<file path="config.mk">
export PLATFORM = sky130hd
export DESIGN_NAME = output_ramp_sequencer
export DESIGN_NICKNAME = d
export VERILOG_FILES = /design/src/rtl/output_ramp_sequencer.sv
export SDC_FILE = /design/constraint.sdc
export NUM_CORES = 1
export LEC_CHECK = 0
export CAP_MARGIN = 20
export CORE_ASPECT_RATIO = 1.5
export CORE_MARGIN = 4
export CORE_UTILIZATION = 49
export CTS_CLUSTER_DIAMETER = 40
export DETAILED_ROUTE_END_ITERATION = 8
export HOLD_SLACK_MARGIN = 0.15
export PLACE_DENSITY = 0.75
export SYNTH_ARGS = -nofsm -noshare
export SYNTH_HDL_FRONTEND = slang
export SYNTH_SLANG_ARGS = --single-unit
</file>
<file path="constraint.sdc">
create_clock -name clk -period 7.6 [get_ports clk]
set_input_delay 1.52 -clock clk [delete_from_list [all_inputs] [get_ports clk]]
set_output_delay 1.52 -clock clk [all_outputs]
set_load 0.005 [all_outputs]
</file>
<file path="src/rtl/output_ramp_sequencer.sv">
`default_nettype none
// ============================================================================
// Module   : output_ramp_sequencer
// Brief    : Slew-rate-limited setpoint stepper for one DAC output channel.
//            Optional macro RAMP_TRIG_EN adds exttrig as a second start source.
// Revision : 1.0 - initial release
// ============================================================================
module output_ramp_sequencer #(
    parameter logic signed [15:0] INIT_VALUE = 16'sd0,
    parameter int                 INTERVAL_W = 32
) (
    input  logic                    clk,
    input  logic                    reset,
    input  logic signed [15:0]      target,
    input  logic        [15:0]      step,
    input  logic [INTERVAL_W-1:0]   interval,
    input  logic                    go,
    input  logic                    abort,
    input  logic                    exttrig,
    output logic signed [15:0]      dac_out,
    output logic                    busy,
    output logic                    done,
    output logic        [31:0]      status
);

    typedef enum logic [0:0] {
        ST_IDLE = 1'b0,
        ST_RAMP = 1'b1
    } state_t;

    state_t                  r_state, w_state_nxt;
    logic                    r_go_d;
    logic signed [15:0]      r_dac, w_dac_nxt;
    logic signed [15:0]      r_tgt, w_tgt_nxt;
    logic        [15:0]      r_step, w_step_nxt;
    logic [INTERVAL_W-1:0]   r_interval, w_interval_nxt;
    logic [INTERVAL_W-1:0]   r_cnt, w_cnt_nxt;
    logic                    r_done, w_done_nxt;
    logic                    r_done_stk, w_done_stk_nxt;
    logic                    r_abort_stk, w_abort_stk_nxt;
    logic                    w_start;

`ifdef RAMP_TRIG_EN
    logic r_trig_d;

    always_ff @(posedge clk) begin
        if (reset) r_trig_d <= 1'b0;
        else       r_trig_d <= exttrig;
    end

    assign w_start = (go & ~r_go_d) | (exttrig & ~r_trig_d);
`else
    logic w_unused_exttrig;
    assign w_unused_exttrig = exttrig;
    assign w_start          = go & ~r_go_d;
`endif

    // Step math is 18 bits wide so dac +/- a full 16-bit step can never wrap
    // before the clamp against the target.
    logic signed [17:0] w_dac_x, w_tgt_x, w_step_x, w_sum_x, w_nxt_x;
    logic               w_up;
    logic signed [15:0] w_step_val;

    always_comb begin
        w_dac_x  = {{2{r_dac[15]}}, r_dac};
        w_tgt_x  = {{2{r_tgt[15]}}, r_tgt};
        w_step_x = {2'b00, r_step};
        w_up     = (r_tgt > r_dac);
        w_sum_x  = w_up ? (w_dac_x + w_step_x) : (w_dac_x - w_step_x);
        if (r_step == 16'd0)
            w_nxt_x = w_tgt_x;
        else if (w_up)
            w_nxt_x = (w_sum_x > w_tgt_x) ? w_tgt_x : w_sum_x;
        else
            w_nxt_x = (w_sum_x < w_tgt_x) ? w_tgt_x : w_sum_x;
        w_step_val = w_nxt_x[15:0];
    end

    always_comb begin
        w_state_nxt     = r_state;
        w_dac_nxt       = r_dac;
        w_tgt_nxt       = r_tgt;
        w_step_nxt      = r_step;
        w_interval_nxt  = r_interval;
        w_cnt_nxt       = r_cnt;
        w_done_nxt      = 1'b0;
        w_done_stk_nxt  = r_done_stk;
        w_abort_stk_nxt = r_abort_stk;

        if (abort) begin
            w_state_nxt = ST_IDLE;
            if (r_state == ST_RAMP) w_abort_stk_nxt = 1'b1;
        end else begin
            case (r_state)
                ST_IDLE: begin
                    if (w_start) begin
                        if (target != r_dac) begin
                            w_tgt_nxt       = target;
                            w_step_nxt      = step;
                            w_interval_nxt  = interval;
                            w_cnt_nxt       = interval;
                            w_done_stk_nxt  = 1'b0;
                            w_abort_stk_nxt = 1'b0;
                            w_state_nxt     = ST_RAMP;
                        end else begin
                            w_done_nxt     = 1'b1;
                            w_done_stk_nxt = 1'b1;
                        end
                    end
                end
                ST_RAMP: begin
                    if (w_start) begin
                        w_tgt_nxt      = target;
                        w_step_nxt     = step;
                        w_interval_nxt = interval;
                        w_cnt_nxt      = interval;
                    end else if (r_cnt != '0) begin
                        w_cnt_nxt = r_cnt - {{(INTERVAL_W-1){1'b0}}, 1'b1};
                    end else begin
                        w_dac_nxt = w_step_val;
                        w_cnt_nxt = r_interval;
                        if (w_step_val == r_tgt) begin
                            w_state_nxt    = ST_IDLE;
                            w_done_nxt     = 1'b1;
                            w_done_stk_nxt = 1'b1;
                        end
                    end
                end
                default: w_state_nxt = ST_IDLE;
            endcase
        end
    end

    always_ff @(posedge clk) begin
        if (reset) begin
            r_state     <= ST_IDLE;
            r_go_d      <= 1'b0;
            r_dac       <= INIT_VALUE;
            r_tgt       <= INIT_VALUE;
            r_step      <= 16'd0;
            r_interval  <= '0;
            r_cnt       <= '0;
            r_done      <= 1'b0;
            r_done_stk  <= 1'b0;
            r_abort_stk <= 1'b0;
        end else begin
            r_state     <= w_state_nxt;
            r_go_d      <= go;
            r_dac       <= w_dac_nxt;
            r_tgt       <= w_tgt_nxt;
            r_step      <= w_step_nxt;
            r_interval  <= w_interval_nxt;
            r_cnt       <= w_cnt_nxt;
            r_done      <= w_done_nxt;
            r_done_stk  <= w_done_stk_nxt;
            r_abort_stk <= w_abort_stk_nxt;
        end
    end

    assign dac_out = r_dac;
    assign busy    = (r_state == ST_RAMP);
    assign done    = r_done;
    assign status  = {busy, r_done_stk, r_abort_stk, 13'b0, r_dac};

endmodule
`default_nettype wire
</file>
; After elaboration in Yosys (flattened, before gate mapping)
; Cells that the tools add are included.
[totals]
input_bits = 69
reg_bits = 117
word_cells = 84
output_inout_bits = 50
[op_classes]
n_addsub = 3
n_reduce_logical = 10
order_cmp = 3
eq_ne = 10
n_bitwise = 6
n_mux = 42
[op_table]
columns = cell, count
row1 = 16-bit two-way mux, 10
row2 = 32-bit two-way mux, 5
row3 = 32-bit one-hot mux with 2 select lines, 2
row4 = 16-bit one-hot mux with 2 select lines, 2
row5 = 32-bit nonzero test, 1
row6 = 32-bit by 1-bit subtractor with 32-bit output (second input constant), 1
row7 = 1-bit two-way mux, 19
row8 = 16-bit by 17-bit adder with 18-bit output, 1
row9 = 18-bit by 16-bit greater-than comparator with 1-bit output, 1
row10 = 18-bit by 16-bit less-than comparator with 1-bit output, 1
row11 = 18-bit two-way mux, 1
row12 = 16-bit by 17-bit subtractor with 18-bit output, 1
row13 = 16-bit == test, 1
row14 = 16-bit greater-than comparator, 1
row15 = 16-bit logical NOT, 1
row16 = 16-bit != test, 1
row17 = 4-bit AND reduction, 3
row18 = 2-bit != test (second input constant), 5
row19 = 2-bit by 1-bit != test with 1-bit output (second input constant), 3
row20 = 1-bit one-hot mux with 2 select lines, 3
row21 = 1-bit inverter, 5
row22 = 5-bit AND reduction, 1
row23 = 2-bit nonzero test, 2
row24 = 3-bit AND reduction, 1
row25 = 2 further kinds, 2

; Longest topological paths before layout
; Gate-level depths: netlist of run 1.
[logic_depth]
word_depth = 11
mapped_depth = 31
depth_no_buf = 28

; Worst setup path after synthesis of run 1
; No wires, ideal clock.
[synth_timing]
kind = reg2reg
startpoint = register r_dac[15] (netlist: dac_out[15])
endpoint = register r_dac[2] (netlist: dac_out[2])
arrival_ps = 6144
path_slack_ps = 1320
stages_incl_launch_ff = 31
n_path_buf = 4
required_ps = 7464
setup_time_ps = 136
period_less_slack_ps = 6280
path_cell_list = dfxtp_1 > inv_1 > ha_1 > inv_1 > or3_1 > a221o_1 > o21bai_1 > o31a_1 > clkbuf_1 > clkbuf_1 > o31ai_1 > xor2_1 > ha_1 > clkbuf_1 > and4_1 > o21ai_0 > a21bo_2 > a2111oi_0 > nor2_1 > xnor2_1 > ha_1 > nand4_1 > nor3_1 > a21oi_1 > o21ai_0 > o32a_1 > or2_2 > nand3_2 > buf_6 > mux2i_1 > a211oi_1
[synth_via]
elab_chain_len = 6
word_cells_on_any_way = 10
classes_between = 2 x add/sub / 3 x order compare / 5 x mux
[synth_lines]
columns = item, line_no
row1 = start: declaration, 33  ; logic signed [15:0] r_dac, w_dac_nxt;
row2 = start signal: assignment, 149  ; r_dac <= w_dac_nxt;
row3 = 16-bit by 17-bit subtractor with 18-bit output (tied with other cells), 69  ; w_sum_x = w_up ? (w_dac_x + w_step_x) : (w_dac_x - w_step_x);
row4 = 18-bit two-way mux, 69
row5 = 18-bit by 16-bit less-than comparator with 1-bit output / 18-bit by 16-bit greater-than comparator with 1-bit output (equally long branches), "75, 73"
row6 = "16-bit two-way mux, on equally long branches", "75, 73"
row7 = 16-bit two-way mux (*), 72  ; else if (w_up)
row8 = 16-bit two-way mux (*), 70  ; if (r_step == 16'd0)
; Every way passes the cells marked *; elsewhere a longest branch is shown, timed or not.
; A chain may end at the register's enable or synchronous reset.

; Worst setup path after layout of run 1
[layout_timing]
startpoint = register r_tgt[10]
endpoint = register r_dac[0] (netlist: dac_out[0])
[layout_via]
elab_chain_len = 6
word_cells_on_any_way = 8
classes_between = 3 x order compare / 5 x mux
[layout_lines]
columns = item, line_no
row1 = start: declaration, 34  ; logic signed [15:0] r_tgt, w_tgt_nxt;
row2 = start signal: assignment, 150  ; r_tgt <= w_tgt_nxt;
row3 = 16-bit greater-than comparator, 68  ; w_up = (r_tgt > r_dac);
row4 = 18-bit two-way mux, 69
row5 = 18-bit by 16-bit less-than comparator with 1-bit output / 18-bit by 16-bit greater-than comparator with 1-bit output (equally long branches), "75, 73"
row6 = "16-bit two-way mux, on equally long branches", "75, 73"
row7 = 16-bit two-way mux (*), 72
row8 = 16-bit two-way mux (*), 70
; Marked as above.

==> results of run 1 <==
state kept, by name (all words and copies together) (netlist names):
name,count
r_step,16
r_interval,32
dac_out,16
r_done_stk,1
busy,1
done,1
r_abort_stk,1
r_go_d,1
r_cnt,32
r_tgt,16
layout make-up:
class                           instances  area [sq um]  area share (%)
Clock buffer                           17           425            4.17
Clock inverter                         15           324            3.17
Inverter                               47           176            1.73
Multi-Input combinational cell        851          5470            53.6
Sequential cell                       117          2340            22.9
Tap cell                              210           263            2.57
Timing Repair Buffer                  127          1210            11.9
worst max-delay path: cells and delay by family, from the launching register on:
| kind | cells | cell delay, ns |
|---|---|---|
| adder cells (fa/ha/maj) | 3 | 1.14 |
| XOR/XNOR | 2 | 0.49 |
| flip-flops | 1 | 0.42 |
| AO/OA/AOI/OAI | 10 | 2.86 |
| AND/OR/NAND/NOR | 8 | 1.64 |
| multiplexers | 1 | 0.39 |
per-layer routing:
metal / wire length (microns) / GRT usage [%]
met1: 8790 / 26.6
met3: 1150 / 4.00
met5: 0 / 0
met2: 12600 / 45.0
met4: 1280 / 13.3
metrics by stage:
step | std cells | hold WS (ns) | worst slack [ns] | total power (W) | util, %
finish | 1384 | 0.454 | 0.572 | 0.00261 | 60.4
CTS | 1384 | 0.454 | 0.695 | 0.00261 | 60.4
global placement | 1352 | 0.442 | 0.942 | 0.00156 | 56.0
detailed placement | 1352 | 0.447 | 0.728 | 0.00158 | 56.0
global route | 1384 | 0.470 | 0.150 | 0.00276 | 60.4
floorplan | 1118 | 0.433 | 1.32 | 0.00138 | -
cells by family after synthesis:
kind of cell	after synthesis
buffers and inverters	150
other	1
AO/OA/AOI/OAI	285
adder cells (fa/ha/maj)	57
AND/OR/NAND/NOR	396
flip-flops	117
multiplexers	16
XOR/XNOR	84
how the worst min path moves through the flow:
stage	end	cells after the start	slack [ns]
2_1_floorplan	r_interval[23]$_SDFFE_PP0P_	2	0.43
3_3_place_gp	r_interval[11]$_SDFFE_PP0P_	2	0.44
3_5_place_dp	r_interval[4]$_SDFFE_PP0P_	2	0.45
4_1_cts	r_interval[12]$_SDFFE_PP0P_	2	0.45
5_1_grt	r_interval[23]$_SDFFE_PP0P_	2	0.47
6_report	r_interval[23]$_SDFFE_PP0P_	2	0.45
power groups by stage:
stage          Clock (W)  Sequential, W  Combinational (W)
2_1_floorplan          0       0.000684           0.000700
3_3_place_gp           0       0.000694           0.000868
3_5_place_dp           0       0.000695           0.000885
4_1_cts          0.00104       0.000683           0.000894
5_1_grt          0.00107       0.000688            0.00100
6_report         0.00103       0.000683           0.000897
cell usage after synthesis, types with 5 or more instances:
master	n
nor3_1	23
buf_2	5
xnor2_1	54
a211oi_1	36
a21o_1	18
nor2_1	80
nor2b_1	7
or3_1	10
inv_1	47
nand2b_1	10
buf_4	35
nand2_1	192
mux2i_1	14
a311oi_1	22
clkbuf_1	57
nor4_1	11
nand4_1	15
o31ai_1	6
ha_1	56
buf_6	5
o21ai_0	27
o211ai_1	18
a21oi_1	111
dfxtp_1	117
and2_1	7
xor2_1	26
nand3_1	11
==> metrics.yaml, run 1 <==
wl_microns: 23800
cts_setup_buffers: 0
syn-cell-area_sq_mm: 0.00849
min-delay-start: "r_interval[23]$_SDFFE_PP0P_"
yosysTopAreaCellShare_pct: 27.6
die_h_microns: 169
ys_seq_elements: 117
setup-tns-final_ns: 0
clk_path_buf_depth: 2
synthMuxAreaShare_pct: 1.92
synth_area_per_cell_sq_um: 7.68
netlist_instances: 1106
setup_viol_count_final: 0
required_ns: 7.94
cpMaxStageDelayCell: "a2111oi_0"
place_area_sq_mm: 0.00946
synth_top_family_by_area: "compound AO/OA/AOI/OAI gates"
worst_pin_slew_ns: 1.04
clk_pin_slew_ns: 0.06
switchingPower_w: 0.000846
fill_cells: 1546
first_pass_iters: 5
vias: 8042
synth_top_area_cell: "dfxtp_1"
cts_tree: "yes"
leakage_nw: 3.94
rsz0062_at_grt: "no"
synthAdderAreaFrac_pct: 8.49
drtIter0Drc: 443
layout_common_cells: "nand2_1 (192), dfxtp_1 (117), a21oi_1 (111)"
cp-startpoint: "r_tgt[10]$_SDFFE_PP0P_"
synthXorXnorAreaFrac_pct: 9.31
place_congestion: 0.924
postRouteAntennaNets: 0
fmax_ghz: 0.142
ys_types: 76
clock_skew_ns: 0.0156
synth_compound_area_share_pct: 22.2
seq_power_share_pct: 26.2
power_frac_comb_pct: 34.4
drv_cap: 0
synth.area.top_cells: "dfxtp_1 (28%), nand2_1 (8.5%), ha_1 (8.3%), a21oi_1 (6.5%), xnor2_1 (5.6%)"
drive_gt1_share_pct: 6.81
hp-class: "flop to flop"
antenna_found_initial: 0
clock_latency_ns: 0.42
die_w_microns: 115
initial_core_util_pct: 50.2
ys_seq_area_share_pct: 27.6
hpwlAfterDp_microns: 17300
final_nets: 1287
wl_per_cell_microns: 17.2
numPortBuffers: 104
ioPinCount: 119
synthSimpleGateAreaFrac_pct: 21.8
rows: 58
synth_edf_count: 0
area_delta_synth_final_pct: 20.3
final_common_cell: "nand2_1"
drc: 0
internal_power_w: 0.00176
crit_path_max_incr_delay_ns: 0.67
status: "completed"
yosysWarnings: 0
antenna_cells: 0
postSynth.asyncResetShare_pct: 0
worstSetupPathType: "flop to flop"
p_per_area_mw_per_mm2: 255
final_area_sq_mm: 0.0102
cp-start-kind: "flop"
grt_pass1_wl_microns: 38600
slew_headroom_pct: 30.7
fin_crit_sh_pct: 92.5
r2r_slack_ns: 0.57
p_clk_share_pct: 39.4
cp_max_fo: 15
crit_chain: "ha_1 -> and3_1 -> nand4_1 -> a211oi_1 -> o31a_1 -> o21ai_0 -> xor2_1 -> ha_1 -> and4_1 -> o21ai_0 -> a21bo_2 -> a2111oi_0 -> nor2_1 -> xnor2_1 -> ha_1 -> nand4_1 -> nor3_1 -> a21oi_1 -> o21ai_0 -> o32a_1 -> or2_2 -> nand3_2 -> mux2_2 -> o22ai_1"
switching_share_pct: 32.4
timing.rr.end: "dac_out[0]$_SDFFE_PP0P_"
postCtsHoldBufs: 0
crit_end: "dac_out[0]$_SDFFE_PP0P_"
final-hold-violation-count: 0
die_area_sq_mm: 0.0195
r2r_cells: 24
viasPerCell: 5.81
slew_viol_final: 0
synth_ff_type: "dfxtp_1"
vdd_ir_drop_max_uv: 149
cts-htree-levels: 4
numCtsBuffers: 17
rr_startpoint: "r_tgt[10]$_SDFFE_PP0P_"
grt_usage_pct: 24.6
post_cts_resized: 0
overflow: 0
grt_max_degree: 71
clock_sinks: 117
end_kind: "flop"
cts_root_buf: "clkbuf_16"
coreArea_sq_mm: 0.0169
grt_pass1_vias: 7884
post-route-min-period_ns: 7.03
crit_arrival_ns: 7.37
(Power assumes the default switching activity.)
==> run 2: changes to the inputs <==
- CORE_MARGIN: 4 -> 10
- RECOVER_POWER: not set -> 50
==> run 2 against run 1 <==
Net effect: the flow now finishes with violations (capacitance limit, slew limit); critical path depth rose by 1; die area grew 18%; clock-buffer cell count increased by 1; maximum frequency rose by 1.2%; wire length up 1.9%; clock power down 15%; clock skew is 0.0056 ns lower; critical endpoint unchanged; highest routed layer unchanged.
==> metrics.yaml, run 2 (synthesized netlist as in run 1, its figures left out) <==
status: "finished with violations"
violations: "capacitance limit, slew limit"
first_pass_iters: 5
postCtsHoldBufs: 0
cts_setup_buffers: 0
end_kind: "flop"
antenna_found_initial: 0
seq_power_share_pct: 27.9
rr_startpoint: "r_tgt[13]$_SDFFE_PP0P_"
viasPerCell: 5.72
post-route-min-period_ns: 6.94
grt_max_degree: 71
rsz0062_at_grt: "no"
place_congestion: 0.932
clk_pin_slew_ns: 0.06
worst_pin_slew_ns: 2.68
drv_cap: 1
die_h_microns: 181
area_delta_synth_final_pct: 18.6
vias: 7918
antenna_cells: 0
internal_power_w: 0.00160
power_frac_comb_pct: 36.5
switching_share_pct: 34.7
grt_pass1_wl_microns: 39800
layout_setup_ws_ns: 0.656
rows: 58
postRouteAntennaNets: 0
vdd_ir_drop_max_uv: 154
drive_gt1_share_pct: 6.04
hp-class: "flop to flop"
drc: 0
cts-htree-levels: 4
numPortBuffers: 104
place_ws_ns: 0.787
p_clk_share_pct: 35.6
timing.rr.end: "dac_out[0]$_SDFFE_PP0P_"
r2r_slack_ns: 0.66
clock_sinks: 117
wl_per_cell_microns: 17.5
setup-tns-final_ns: 0
hpwlAfterDp_microns: 17800
hold_end: "r_interval[1]$_SDFFE_PP0P_"
cts_root_buf: "clkbuf_16"
required_ns: 7.94
die_area_sq_mm: 0.0231
overflow: 0
clock_skew_ns: 0.00993
initial_core_util_pct: 50.2
cp_max_fo: 21
slew_viol_final: 66
switchingPower_w: 0.000850
hold_path_depth: 2
grt_usage_pct: 21.0
ioPinCount: 119
r2r_cells: 25
drtIter0Drc: 435
min-delay-start: "r_interval[1]$_SDFFE_PP0P_"
layout_common_cells: "nand2_1 (192), dfxtp_1 (117), a21oi_1 (111)"
die_w_microns: 127
coreArea_sq_mm: 0.0169
fin_crit_sh_pct: 91.4
final_nets: 1288
leakage_nw: 3.95
cp-start-kind: "flop"
cts_tree: "yes"
wl_microns: 24300
final_common_cell: "nand2_1"
numCtsBuffers: 17
final-hold-violation-count: 0
crit_arrival_ns: 7.28
worstSetupPathType: "flop to flop"
reg.largest.list: "r_cnt: 32 flops, r_interval: 32 flops"
slew_headroom_pct: -78.9
post_cts_resized: 0
grt_pass1_vias: 7896
clock_latency_ns: 0.43
p_per_area_mw_per_mm2: 243
setup_viol_count_final: 0
fmax_ghz: 0.144
clk_path_buf_depth: 2
==> run 2: worst max-delay path by stage <==
stage / from / endpoint / slack (ns) / cells after the start
floorplan: dac_out[15]$_SDFFE_PP0P_ / dac_out[2]$_SDFFE_PP0P_ / 1.32 / 30
global placement: dac_out[13]$_SDFFE_PP0P_ / dac_out[0]$_SDFFE_PP0P_ / 0.87 / 25
detailed placement: r_tgt[13]$_SDFFE_PP0P_ / dac_out[0]$_SDFFE_PP0P_ / 0.79 / 24
CTS: r_tgt[13]$_SDFFE_PP0P_ / dac_out[0]$_SDFFE_PP0P_ / 0.72 / 25
global route: dac_out[13]$_SDFFE_PP0P_ / dac_out[5]$_SDFFE_PP0P_ / 0.11 / 25
finish: r_tgt[13]$_SDFFE_PP0P_ / dac_out[0]$_SDFFE_PP0P_ / 0.66 / 25
==> run 2: layout make-up <==
cell class | instances | area, sq um
Inverter | 47 | 176
Fill cell | 1556 | 6840
Tap cell | 210 | 263
Timing Repair Buffer | 128 | 1180
Clock buffer | 18 | 439
Multi-Input combinational cell | 851 | 5470
Sequential cell | 117 | 2340
Clock inverter | 14 | 199
==> run 2: metal layers <==
layer / vias up / part of all wire, % / global-route usage, %
met5: - / 0 / 0
met4: 0 / 3.7 / 10.7
met1: 3706 / 38 / 21.9
met2: 185 / 54 / 38.3
li1: 3972 / - / -
met3: 55 / 3.7 / 4.01
==> run 2: metrics by stage <==
stage	instance area, sq um	utilization, %	hold slack [ns]	cells	total power (W)
finish	10100	59.6	0.454	1385	0.00245
floorplan	8540	-	0.433	1118	0.00138
global placement	9470	56.0	0.439	1353	0.00156
global route	10100	59.6	0.472	1385	0.00260
CTS	10100	59.8	0.456	1385	0.00246
detailed placement	9470	56.0	0.447	1353	0.00158
==> run 2: power by group through the flow <==
stage | Sequential, W | Clock, W | Combinational [W]
4_1_cts | 0.000682 | 0.000883 | 0.000890
3_5_place_dp | 0.000696 | 0 | 0.000881
3_3_place_gp | 0.000694 | 0 | 0.000864
2_1_floorplan | 0.000684 | 0 | 0.000700
5_1_grt | 0.000688 | 0.000911 | 0.00100
6_report | 0.000683 | 0.000873 | 0.000896
==> run 2: worst max-delay path, cell delays in order, from the launching register on <==
cell	delay (ns)
dfxtp_1	0.46
ha_1	0.30
and3_1	0.20
nand4_1	0.14
nor3_1	0.08
a21oi_1	0.14
o31a_1	0.68
o31ai_1	0.19
xor2_1	0.20
ha_1	0.46
and4_1	0.25
o21ai_0	0.15
a21bo_2	0.25
a2111oi_0	0.59
nor2_1	0.11
xnor2_1	0.24
ha_1	0.29
nand4_1	0.14
nor3_1	0.08
a21oi_1	0.17
o21ai_0	0.11
o32a_1	0.36
or2_2	0.32
nand3_2	0.37
mux2_2	0.39
o22ai_1	0.15
==> run 3: changes to the inputs <==
- PLACE_DENSITY: 0.75 -> 0.78
- clock period: 7.6 -> 6.14 ns (I/O delays scaled with it)
==> run 3 against run 2 <==
Net effect: the run now ends clean; clock skew decreased by 0.00084 ns; sequential power increased by 23%; design area is 7.2% higher; maximum frequency grew 16%; sequential share of layout area is 1.5 points lower; cell count rose by 5.5%; die area is the same; worst hold slack got worse by 0.0025 ns; largest power group unchanged.
==> metrics.yaml, run 3 (synthesized netlist as in run 1, its figures left out) <==
drc: 0
regArea_sq_mm: 0.00234
drive_gt1_share_pct: 13.9
cts-htree-levels: 4
die_h_microns: 181
numPortBuffers: 104
cts_tree: "yes"
postCtsHoldBufs: 0
viasPerCell: 5.74
grt_usage_pct: 21.7
setup_viol_count_final: 0
antenna_cells: 0
top_layer_used: "met4"
ioPinCount: 119
overflow: 0
grt_max_degree: 68
cp_max_fo: 17
final_common_cell: "nand2_1"
numCtsBuffers: 17
drv_cap: 0
met2_wirelength_microns: 14000
wl_met1_microns: 9310
reg.largest.list: "r_cnt: 32 flops, r_interval: 32 flops"
final_nets: 1364
area_delta_synth_final_pct: 27.1
clk_pin_slew_ns: 0.06
cp-start-kind: "flop"
die_area_sq_mm: 0.0231
fill_cells: 1482
grt_pass1_wl_microns: 41300
status: "completed"
required_ns: 6.40
cpMaxStageDelayCell: "o32a_1"
fin_crit_sh_pct: 97.7
clock_latency_ns: 0.43
setup-tns-final_ns: 0
grt_pass1_vias: 8391
wl_per_cell_microns: 17.6
vias: 8387
p_per_area_mw_per_mm2: 304
hpwlAfterDp_microns: 18800
rows: 58
clock_skew_ns: 0.00909
vdd_ir_drop_max_uv: 247
fmax_ghz: 0.167
end_kind: "flop"
leakage_nw: 4.33
wl_microns: 25700
clk_path_buf_depth: 2
rsz0062_at_grt: "yes"
crit_arrival_ns: 6.26
layout_common_cells: "nand2_1 (191), dfxtp_1 (116), a21oi_1 (106)"
first_pass_iters: 5
cts_root_buf: "clkbuf_16"
hold_path_depth: 2
drtIter0Drc: 525
final-hold-violation-count: 0
place_congestion: 0.941
slew_headroom_pct: 24.0
r2r_cells: 29
postRouteAntennaNets: 0
crit_path_max_incr_delay_ns: 0.40
clock_sinks: 117
finish.utilization_pct: 63.8
worst_pin_slew_ns: 1.14
slew_viol_final: 0
post-route-min-period_ns: 6.00
hp-class: "flop to flop"
coreArea_sq_mm: 0.0169
initial_core_util_pct: 50.2
multi_input_area_sq_mm: 0.00562
wl_met3_microns: 1140
antenna_found_initial: 0
die_w_microns: 127
worstSetupPathType: "flop to flop"
run 3: cell count changes in the layout (fill, tap and decap cells not counted), sizes merged:
cell / change
clkbuf: +1
bufinv: -1
dlygate4sd3: -3
clkdlybuf4s50: +3
buf: +75
clkinv: +1
run 3: critical path, delay by kind of cell (launching register included):
family	cells	cell delay [ns]
buffers and inverters	4	0.40
flip-flops	1	0.33
AND/OR/NAND/NOR	5	0.93
XOR/XNOR	2	0.34
AO/OA/AOI/OAI	14	2.73
multiplexers	1	0.23
adder cells (fa/ha/maj)	3	0.84
run 3: area by class of cell:
class                      instances  area share, %
clock inverter                    14           1.63
clock buffer                      18           4.07
multi-input combinational        851           52.1
sequential                       117           21.7
timing repair buffer             204           16.4
tap                              210           2.43
inverter                          47           1.63
run 3: repair_timing:
| item | CTS | global route |
|---|---|---|
| pin swaps | 0 | 19 |
| resized for setup | 5 | 33 |
| setup endpoints to repair | 18 | 19 |
| setup buffers | 0 | 7 |
| gates cloned | 0 | 0 |
run 3: routing by layer:
layer,GRT usage (%),up-vias
met5,0,-
met4,11.6,0
met3,4.39,74
met2,40.9,216
met1,21.4,3949
li1,-,4148
run 3: metrics by stage:
step           instance area, sq um  hold WS, ns  power, W  setup WS [ns]  cells
4_1_cts                       10600        0.455   0.00318         0.0107   1454
5_1_grt                       10800        0.470   0.00347         -0.160   1461
2_1_floorplan                  8540        0.433   0.00171         0.0162   1118
3_5_place_dp                  10000        0.447   0.00213        -0.0181   1422
6_report                      10800        0.452   0.00328          0.143   1461
3_3_place_gp                  10000        0.440   0.00210         0.0844   1422
run 3: path summary, 6_finish.rpt:
kind | from | to | slack, ns
max | dac_out[15]$_SDFFE_PP0P_ | dac_out[6]$_SDFFE_PP0P_ | 0.14
min | r_interval[18]$_SDFFE_PP0P_ | r_interval[18]$_SDFFE_PP0P_ | 0.45
max reg2reg | dac_out[15]$_SDFFE_PP0P_ | dac_out[6]$_SDFFE_PP0P_ | 0.14
min reg2reg | r_interval[18]$_SDFFE_PP0P_ | r_interval[18]$_SDFFE_PP0P_ | 0.45
run 3: report_power, final:
group | internal, W | switching [W] | total [W]
logic | 0.000685 | 0.000719 | 0.00140
registers | 0.000800 | 0.0000395 | 0.000839
clock network | 0.000651 | 0.000384 | 0.00103
